<file path="src/rtl/mmc3_pkg.sv">
// Shared constants and types for the MMC3 scanline IRQ generator.
// The A12 filter and the counter/IRQ top both import this package.
package mmc3_pkg;

  localparam int unsigned FILT_M2 = 3;
  localparam int unsigned CNT_W   = 8;
  localparam int unsigned FILT_W  = 2;

  // Register write strobes from the mapper decoder ($C000/$C001/$E000/$E001)
  typedef struct packed {
    logic latch;
    logic reload;
    logic dis;
    logic en;
  } mmc3_wr_t;

  function automatic logic cnt_is_zero(input logic [CNT_W-1:0] cnt);
    return (cnt == '0);
  endfunction

endpackage

</file>
<file path="src/rtl/mmc3_a12_filt.sv">
// PPU A12 rising-edge filter: emits a one-clk scanline pulse only after A12
// has been low across FILT_M2 CPU M2 falling edges.
module mmc3_a12_filt
  import mmc3_pkg::*;
(
  input  logic clk,
  input  logic rst_n,
  input  logic m2,
  input  logic ppu_a12,
  output logic a12_pulse
);

  logic              r_m2;
  logic              r_a12;
  logic [FILT_W-1:0] r_low_cnt;
  logic              w_m2_fall;
  logic              w_low_ok;
  logic              w_low_sat;

  assign w_m2_fall = r_m2 & ~m2;
  assign w_low_ok  = (r_low_cnt >= FILT_W'(FILT_M2));
  assign w_low_sat = (r_low_cnt == FILT_W'(FILT_M2));

  // Combinational so the pulse lines up with the A12 rise itself
  assign a12_pulse = ~r_a12 & ppu_a12 & w_low_ok;

  always_ff @(posedge clk or negedge rst_n) begin
    if (!rst_n) begin
      r_m2      <= 1'b0;
      r_a12     <= 1'b0;
      r_low_cnt <= '0;
    end else begin
      r_m2  <= m2;
      r_a12 <= ppu_a12;
      if (ppu_a12) begin
        r_low_cnt <= '0;
      end else if (w_m2_fall && !w_low_sat) begin
        r_low_cnt <= r_low_cnt + FILT_W'(1);
      end
    end
  end

endmodule

</file>
<file path="src/rtl/mmc3_irq_gen.sv">
// MMC3 scanline counter and IRQ: reload/decrement on each filtered A12 pulse,
// with Sharp (cfg_alt=0) or NEC rev-A (cfg_alt=1) zero-IRQ qualification.
module mmc3_irq_gen
  import mmc3_pkg::*;
(
  input  logic             clk,
  input  logic             rst_n,
  input  logic             m2,
  input  logic             ppu_a12,
  input  logic             we_latch,
  input  logic             we_reload,
  input  logic             we_disable,
  input  logic             we_enable,
  input  logic [7:0]       wdat,
  input  logic             cfg_alt,
  output logic             irq,
  output logic             a12_pulse,
  output logic [CNT_W-1:0] irq_count,
  output logic [CNT_W-1:0] irq_latch
);

  mmc3_wr_t         w_wr;
  logic             w_pulse;
  logic             w_old_zero;
  logic             w_reload_eff;
  logic             w_load;
  logic [CNT_W-1:0] w_next_cnt;
  logic             w_new_zero;
  logic             w_irq_qual;

  logic [CNT_W-1:0] r_count;
  logic [CNT_W-1:0] r_latch;
  logic             r_reload;
  logic             r_en;
  logic             r_irq;

  assign w_wr = '{latch: we_latch, reload: we_reload, dis: we_disable, en: we_enable};

  mmc3_a12_filt u_filt (
    .clk       (clk),
    .rst_n     (rst_n),
    .m2        (m2),
    .ppu_a12   (ppu_a12),
    .a12_pulse (w_pulse)
  );

  // A reload write landing with a pulse counts as a pending reload
  assign w_old_zero   = cnt_is_zero(r_count);
  assign w_reload_eff = r_reload | w_wr.reload;
  assign w_load       = w_old_zero | w_reload_eff;
  assign w_next_cnt   = w_load ? r_latch : (r_count - CNT_W'(1));
  assign w_new_zero   = cnt_is_zero(w_next_cnt);

  always_comb begin
    w_irq_qual = 1'b0;
    if (cfg_alt) begin
      w_irq_qual = w_new_zero & r_en & (~w_old_zero | w_reload_eff);
    end else begin
      w_irq_qual = w_new_zero & r_en;
    end
  end

  always_ff @(posedge clk or negedge rst_n) begin
    if (!rst_n) begin
      r_count  <= '0;
      r_reload <= 1'b0;
    end else if (w_pulse) begin
      r_count  <= w_next_cnt;
      r_reload <= 1'b0;
    end else if (w_wr.reload) begin
      r_count  <= '0;
      r_reload <= 1'b1;
    end
  end

  // Latch write takes effect after any coincident pulse has used the old value
  always_ff @(posedge clk or negedge rst_n) begin
    if (!rst_n) begin
      r_latch <= '0;
    end else if (w_wr.latch) begin
      r_latch <= CNT_W'(wdat);
    end
  end

  always_ff @(posedge clk or negedge rst_n) begin
    if (!rst_n) begin
      r_en <= 1'b0;
    end else if (w_wr.dis) begin
      r_en <= 1'b0;
    end else if (w_wr.en) begin
      r_en <= 1'b1;
    end
  end

  // Disable acknowledges and wins over a coincident IRQ-setting pulse
  always_ff @(posedge clk or negedge rst_n) begin
    if (!rst_n) begin
      r_irq <= 1'b0;
    end else if (w_wr.dis) begin
      r_irq <= 1'b0;
    end else if (w_pulse && w_irq_qual) begin
      r_irq <= 1'b1;
    end
  end

  assign irq       = r_irq;
  assign a12_pulse = w_pulse;
  assign irq_count = r_count;
  assign irq_latch = r_latch;

endmodule

</file>
<file path="config.mk">
export PLATFORM = sky130hd
export DESIGN_NAME = mmc3_irq_gen
export DESIGN_NICKNAME = d
export VERILOG_FILES = /design/src/rtl/mmc3_pkg.sv /design/src/rtl/mmc3_a12_filt.sv /design/src/rtl/mmc3_irq_gen.sv
export SDC_FILE = /design/constraint.sdc
export NUM_CORES = 1
export LEC_CHECK = 0
export CAP_MARGIN = 20
export CORE_AREA = 2 2 67 56
export DETAILED_ROUTE_END_ITERATION = 10
export DIE_AREA = 0 0 69 58
export GPL_TIMING_DRIVEN = 1
export HOLD_SLACK_MARGIN = 0.03
export PLACE_DENSITY_LB_ADDON = 0.05
export SYNTH_ARGS = -nofsm -noshare
export SYNTH_HDL_FRONTEND = slang
export SYNTH_HIERARCHICAL = 1
export SYNTH_SLANG_ARGS = --single-unit
</file>
<file path="constraint.sdc">
create_clock -name clk -period 4.45 [get_ports clk]
set_input_delay 1.335 -clock clk [delete_from_list [all_inputs] [get_ports clk]]
set_output_delay 1.335 -clock clk [all_outputs]
set_load 0.05 [all_outputs]
</file>
# After elaboration in Yosys (flattened, before gate mapping)
# Index checks and enable logic that the tools add are counted.
# totals
romBits	0
register_bits	23
latch_bits	0
in_bits	17
n_memories	0
ram_bits	0
# classes
div	0
multipliers	0
order_cmp	1
add_sub_neg	2
bitwise	11
mux	12
n_reduce_logical	9
n_eq_ne	1
shifts	0
# op_table
cell	count
8-bit two-way mux	3
8-bit zero test	2
2-bit nonzero test	4
8-bit by 1-bit subtractor with 8-bit output (second input constant)	1
1-bit two-way mux	7
1-bit bitwise AND	5
2-bit two-way mux	2
1-bit NOT	3
1-bit bitwise OR	3
2-bit by 1-bit adder with 2-bit output (second input constant)	1
2-bit == test (second input constant)	1
2-bit greater-or-equal comparator (second input constant)	1
1-bit logical AND	2
1-bit zero test	1

# Longest topological paths before layout
# Gate-level depths: netlist of the first run.
# logic_depth
ltp_word	10
depth_mapped	8
mapped_depth_nobuf	7

# By module
# Netlist of the first run, hierarchy kept.
# by_module_without_submodules
module	cells_per_inst	n_inst	area_per_inst_um2
mmc3_irq_gen	114	1	1094.8
mmc3_a12_filt	13	1	183.9

# Least setup slack after synthesis of the first run
# No wires, ideal clock.
# synth_path
kind	input port to output port
start	input port ppu_a12
end	output port a12_pulse
path_stages	1
arrival_ns	1.871
slack_ns	1.244
path_buffers	0
required_ns	3.115
path_cell_list	and3b_1
# synth_between
elab_chain_len	2
# synth_lines
element	line_no	source
start: declaration	mmc3_irq_gen.sv:9	input logic ppu_a12,
1-bit bitwise AND (2 in series)	mmc3_a12_filt.sv:25	assign a12_pulse = ~r_a12 & ppu_a12 & w_low_ok;
end: declaration	mmc3_irq_gen.sv:17	output logic a12_pulse,
# No other way between the ends.

# Worst setup path in the final report of the first run
# Same ends and word-level chain as after synthesis.

==> reports/qor.csv, run 1 <==
metric;value;unit
status;completed;
relSlewSlack;0.521;
core;0.00333;mm²
port_buffers;34;
syn_area;0.00128;mm²
min_period;3.61;ns
hpwl;2240;µm
post-route-period-util;0.810;
clk_pin_slew;0.09;ns
cts_resized;0;
setup_violations;0;
die_x;69;µm
nets;183;
dieArea;0.00400;mm²
grt_max_degree;24;
cp.required;3.12;ns
clk_latency;0.27;ns
diodes;0;
synth_nets;147;
leakage;0.712;nW
syn_avg_cell_area;10.1;µm²
cellPowerDensity;264;mW/mm²
antenna_found_initial;0;
drive_above_1_share;0.130;
area_growth;34.7;%
synth_area_leader_cell;dfrtp_1;
power.total;0.454;mW
ys_warn_count;6;
setup_ws;0.844;ns
gp_congestion;0.868;
start_util;0.384;
hp-class;reg -> reg;
die_h;58;µm
ir_drop;0.184;mV
final_cells;204;
synth-compound-area-share;0.171;
rows;19;
layout_common_cells;clkdlybuf4s50_1 (33), dfrtp_1 (23), nor2_1 (14), nand2_1 (11), mux2_2 (8);
power_frac_comb;0.198;
cpMaxStageDelayCell;clkdlybuf4s50_1;
synth_cell_types;39;
maxCapViolations;0;
worst_pin_slew;0.712;ns
ys_seq_area_frac;0.450;
cts_buffers;3;
wl_per_cell;14.9;µm
synth_xor_area_frac;0.0205;
slowest_delay;0.54;ns
final-seq-area;576;µm²
mostFrequentLayoutCell;clkdlybuf4s50_1;
fillers;311;
wirelength;3030;µm
cts_max_path_buffers;2;
dp_cells;199;
setup.worst_path.class;in -> out;
drv_slew;0;
p_sw;0.132;mW
cp-start-kind;primary input;
synthMuxAreaShare;0.0871;
cts_sinks;23;
track_usage;0.168;
num_vias;1091;
vias_per_cell;5.35;
finalHoldViolCount;0;
cp_max_fo;6;
fin_worst_skew;0.00778;ns
drtIter0Drc;65;
synth-adder-area-share;0.0294;
cts_tree;built;
synthTopCellsByArea;dfrtp_1 (45%), mux2_2 (7.0%), nor2_1 (4.1%), nand2_1 (3.2%), ha_1 (2.9%);
clkPwrFrac;0.296;
grt_pass1_vias;1097;
p_seq_frac;0.506;
cts_setup_buffers;0;
multi_input_area;661;µm²
swShare;0.290;
cts_root_buffer;clkbuf_8;
rsz0062_at_grt;false;
crit_arrival;2.27;ns
drtPass1Iterations;4;
timing.fmax;277;MHz
holdWs;0.508;ns
finalSetupTns;0;ns
htree_levels;1;
drc;0;
crit_chain;clkdlybuf4s50_1 -> and3b_1 -> buf_12;
syn_inst;127;
grt_pass1_wl;5240;µm
ys_ff_latch;23;
gr-total-overflow;0;
cts_hold_buf;0;
synth_top_family_by_area;simple AND/OR/NAND/NOR gates;
worst_setup_path_end_kind;output pin;
internal_power;0.322;mW
io_pins;35;
pre_cts_ws;0.831;ns
synthSimpleGateAreaFrac;0.208;
netlist.area_leader.share;0.450;
postRouteAntennaNets;0;
sequential cells by signal, summed over array words and instances, names as in the netlist:
register and count:
r_reload 1, r_en 1, u_filt/r_low_cnt 2, irq 1
irq_count 8, u_filt/r_m2 1, u_filt/r_a12 1, irq_latch 8
worst paths after layout:
kind / cells past startpoint / startpoint / slack, ns / endpoint
max in group asynchronous: 2 / rst_n / 2.79 / u_filt/r_a12$_DFF_PN0_
worst max-delay path: 3 / ppu_a12 / 0.84 / a12_pulse
min in group asynchronous: 1 / rst_n / 1.27 / irq_latch[0]$_DFFE_PN0P_
worst min register to register: 2 / irq$_DFFE_PN0P_ / 0.51 / irq$_DFFE_PN0P_
worst max register to register: 5 / irq_count[5]$_DFFE_PN0P_ / 2.21 / irq_count[4]$_DFFE_PN0P_
worst min-delay path: 2 / irq$_DFFE_PN0P_ / 0.51 / irq$_DFFE_PN0P_
power groups by stage:
stage               clock network [mW]  logic [mW]  registers, mW
floorplan                            0      0.0244          0.257
global placement                     0      0.0891          0.233
detailed placement                   0      0.0892          0.234
CTS                              0.140      0.0897          0.230
global route                     0.150      0.0971          0.231
finish                           0.134      0.0901          0.230
layout make-up:
type / count / share of cell area
multi-input cells: 95 / 0.383
repair buffers: 36 / 0.216
well taps: 42 / 0.0305
clock buffers: 3 / 0.0240
flip-flops and latches: 23 / 0.334
inverters: 4 / 0.00871
clock inverters: 1 / 0.00290
critical path: cells and delay by family:
family / cells / cell delay (ns)
buffers and inverters: 2 / 0.69
AND/OR/NAND/NOR: 1 / 0.25
cell usage after synthesis:
cell	n
mux2i_1	1
o22ai_1	4
a211oi_1	1
nand2b_1	6
nor2_1	14
and3b_1	1
buf_2	1
o41ai_2	1
xor2_1	2
xnor2_1	1
o31ai_1	1
and4_1	1
nor4_1	3
nor2b_1	1
nor3b_1	1
o31ai_4	1
nand3_1	2
nor3_1	4
o211ai_1	2
mux2_2	8
dfrtp_1	23
nor3b_4	1
inv_1	4
or2_2	2
nand2_1	11
a21oi_1	4
a21o_1	2
o21ai_0	4
nand4_1	1
buf_6	1
and2_1	1
a22o_1	4
a32oi_1	2
o21ai_1	2
or4_4	1
clkbuf_1	3
mux2_1	1
o41ai_1	1
ha_1	3
per-stage QoR:
step | area (µm²) | util
final | 1720 | 0.518
after detailed placement | 1660 | 0.499
after floorplan | 1280 | -
after global routing | 1720 | 0.518
after global placement | 1660 | 0.499
after CTS | 1710 | 0.513
routing by layer:
layer | vias up | global-route usage | routed length [µm]
met5 | - | 0 | 0
met1 | 517 | 0.237 | 1520
met2 | 33 | 0.251 | 1280
met3 | 5 | 0.0470 | 186
li1 | 536 | - | -
met4 | 0 | 0.0588 | 42
cell families (layout without fill, tap and decap cells):
group	Yosys count	in the layout
AO/OA/AOI/OAI	29	29
XOR/XNOR	3	3
buffers and inverters	9	44
multiplexers	10	10
adder cells (fa/ha/maj)	3	3
AND/OR/NAND/NOR	50	50
flip-flops	23	23
Power figures use the tool's default switching activity.
==> run 2: changes to the inputs <==
==> constraint.sdc (replaced) <==
create_clock -name clk -period 3.5 [get_ports clk]
set_input_delay 1.05 -clock clk [delete_from_list [all_inputs] [get_ports clk]]
set_output_delay 1.05 -clock clk [all_outputs]
set_load 0.05 [all_outputs]
==> run 2 against run 1 <==
Net effect: worst hold slack improved by 0.0031 ns; setup slack lost 0.39 ns; global-route usage down 0.88 points; critical path depth stayed put; clock power is 28% higher; sequential cell count unchanged; power increased by 27%; critical endpoint unchanged; largest cell class unchanged.
==> reports/qor.csv, run 2 (synthesis gave the netlist of run 1 again) <==
metric;value;unit
critPathLaunch;ppu_a12;
cts_tree;built;
start_util;0.384;
maxCapViolations;0;
grt_max_degree;24;
clk_pin_slew;0.09;ns
post-route-period-util;0.870;
r2r_end;irq$_DFFE_PN0P_;
wl_per_cell;14.7;µm
crit_arrival;1.99;ns
worst_setup_path_end_kind;output pin;
cp_max_fo;6;
io_pins;35;
power.total;0.579;mW
utilization;0.518;
grt_pass1_vias;1022;
gr-total-overflow;0;
grt_pass1_wl;4900;µm
drv_slew;0;
diodes;0;
rsz0062_at_grt;false;
gp_congestion;0.826;
hp-class;reg -> reg;
leakage;0.710;nW
core;0.00333;mm²
layout_common_cells;clkdlybuf4s50_1 (33), dfrtp_1 (23), nor2_1 (14), nand2_1 (11), mux2_2 (8);
endpoint;a12_pulse;
finalSetupTns;0;ns
cts_resized;0;
rows;19;
vias_per_cell;5.25;
area_growth;34.9;%
dieArea;0.00400;mm²
setup_violations;0;
worst_r2r_path_depth;5;
cts_max_path_buffers;2;
postRouteAntennaNets;0;
relSlewSlack;0.555;
cp-start-kind;primary input;
port_buffers;34;
cts_root_buffer;clkbuf_8;
die_h;58;µm
track_usage;0.160;
setup.worst_path.class;in -> out;
fin_worst_skew;0.00595;ns
htree_levels;1;
finalHoldViolCount;0;
die_x;69;µm
cts_hold_buf;0;
r2r_start;irq_count[5]$_DFFE_PN0P_;
cp.required;2.45;ns
clk_latency;0.27;ns
drive_above_1_share;0.135;
cellPowerDensity;335;mW/mm²
num_vias;1076;
drc;0;
status;completed;
ir_drop;0.274;mV
drtPass1Iterations;4;
cts_setup_buffers;0;
wirelength;3020;µm
timing.fmax;329;MHz
cts_sinks;23;
min_period;3.04;ns
cts_buffers;3;
mostFrequentLayoutCell;clkdlybuf4s50_1;
r2r_slack;1.24;ns
nets;184;
drtIter0Drc;97;
worst_pin_slew;0.661;ns
antenna_found_initial;0;
hpwl;2230;µm
==> run 2: through the flow <==
step / cells / hold WS [ns] / setup slack, ns / cell area [µm²]
floorplan: 127 / 0.480 / 0.864 / 1280
global placement: 201 / 0.482 / 0.475 / 1680
detailed placement: 201 / 0.493 / 0.451 / 1680
CTS: 205 / 0.511 / 0.450 / 1730
global route: 205 / 0.533 / 0.417 / 1730
finish: 205 / 0.511 / 0.457 / 1730
==> run 2: where the power goes <==
part | switching (mW) | internal (mW) | leakage, nW
logic | 0.0634 | 0.0518 | 0.397
registers | 0.0137 | 0.278 | 0.291
clock network | 0.0908 | 0.0807 | 0.0217
==> run 2: per-layer routing <==
layer	wire, µm	track usage
met3	229	0.0522
met4	11	0.0420
met2	1220	0.229
met5	0	0
met1	1550	0.232
==> run 2: final cells by class <==
cell class              count  area (µm²)
fillers                   329        1600
multi-input cells          95         661
flip-flops and latches     23         576
repair buffers             37         373
well taps                  42        52.6
clock buffers               3        41.3
inverters                   4        15.0
clock inverters             1        7.51
==> run 2: how the worst min path moves through the flow <==
| stage | cells after the start | to | startpoint |
|---|---|---|---|
| 3_3_place_gp | 2 | irq$_DFFE_PN0P_ | irq$_DFFE_PN0P_ |
| 3_5_place_dp | 2 | irq$_DFFE_PN0P_ | irq$_DFFE_PN0P_ |
| 2_1_floorplan | 2 | r_en$_DFFE_PN0P_ | r_en$_DFFE_PN0P_ |
| 5_1_grt | 2 | irq$_DFFE_PN0P_ | irq$_DFFE_PN0P_ |
| 4_1_cts | 2 | irq$_DFFE_PN0P_ | irq$_DFFE_PN0P_ |
| 6_report | 2 | irq$_DFFE_PN0P_ | irq$_DFFE_PN0P_ |
==> run 2: critical path, stage by stage <==
cell	delay (ns)
clkdlybuf4s50_1	0.54
and3b_1	0.25
buf_12	0.15
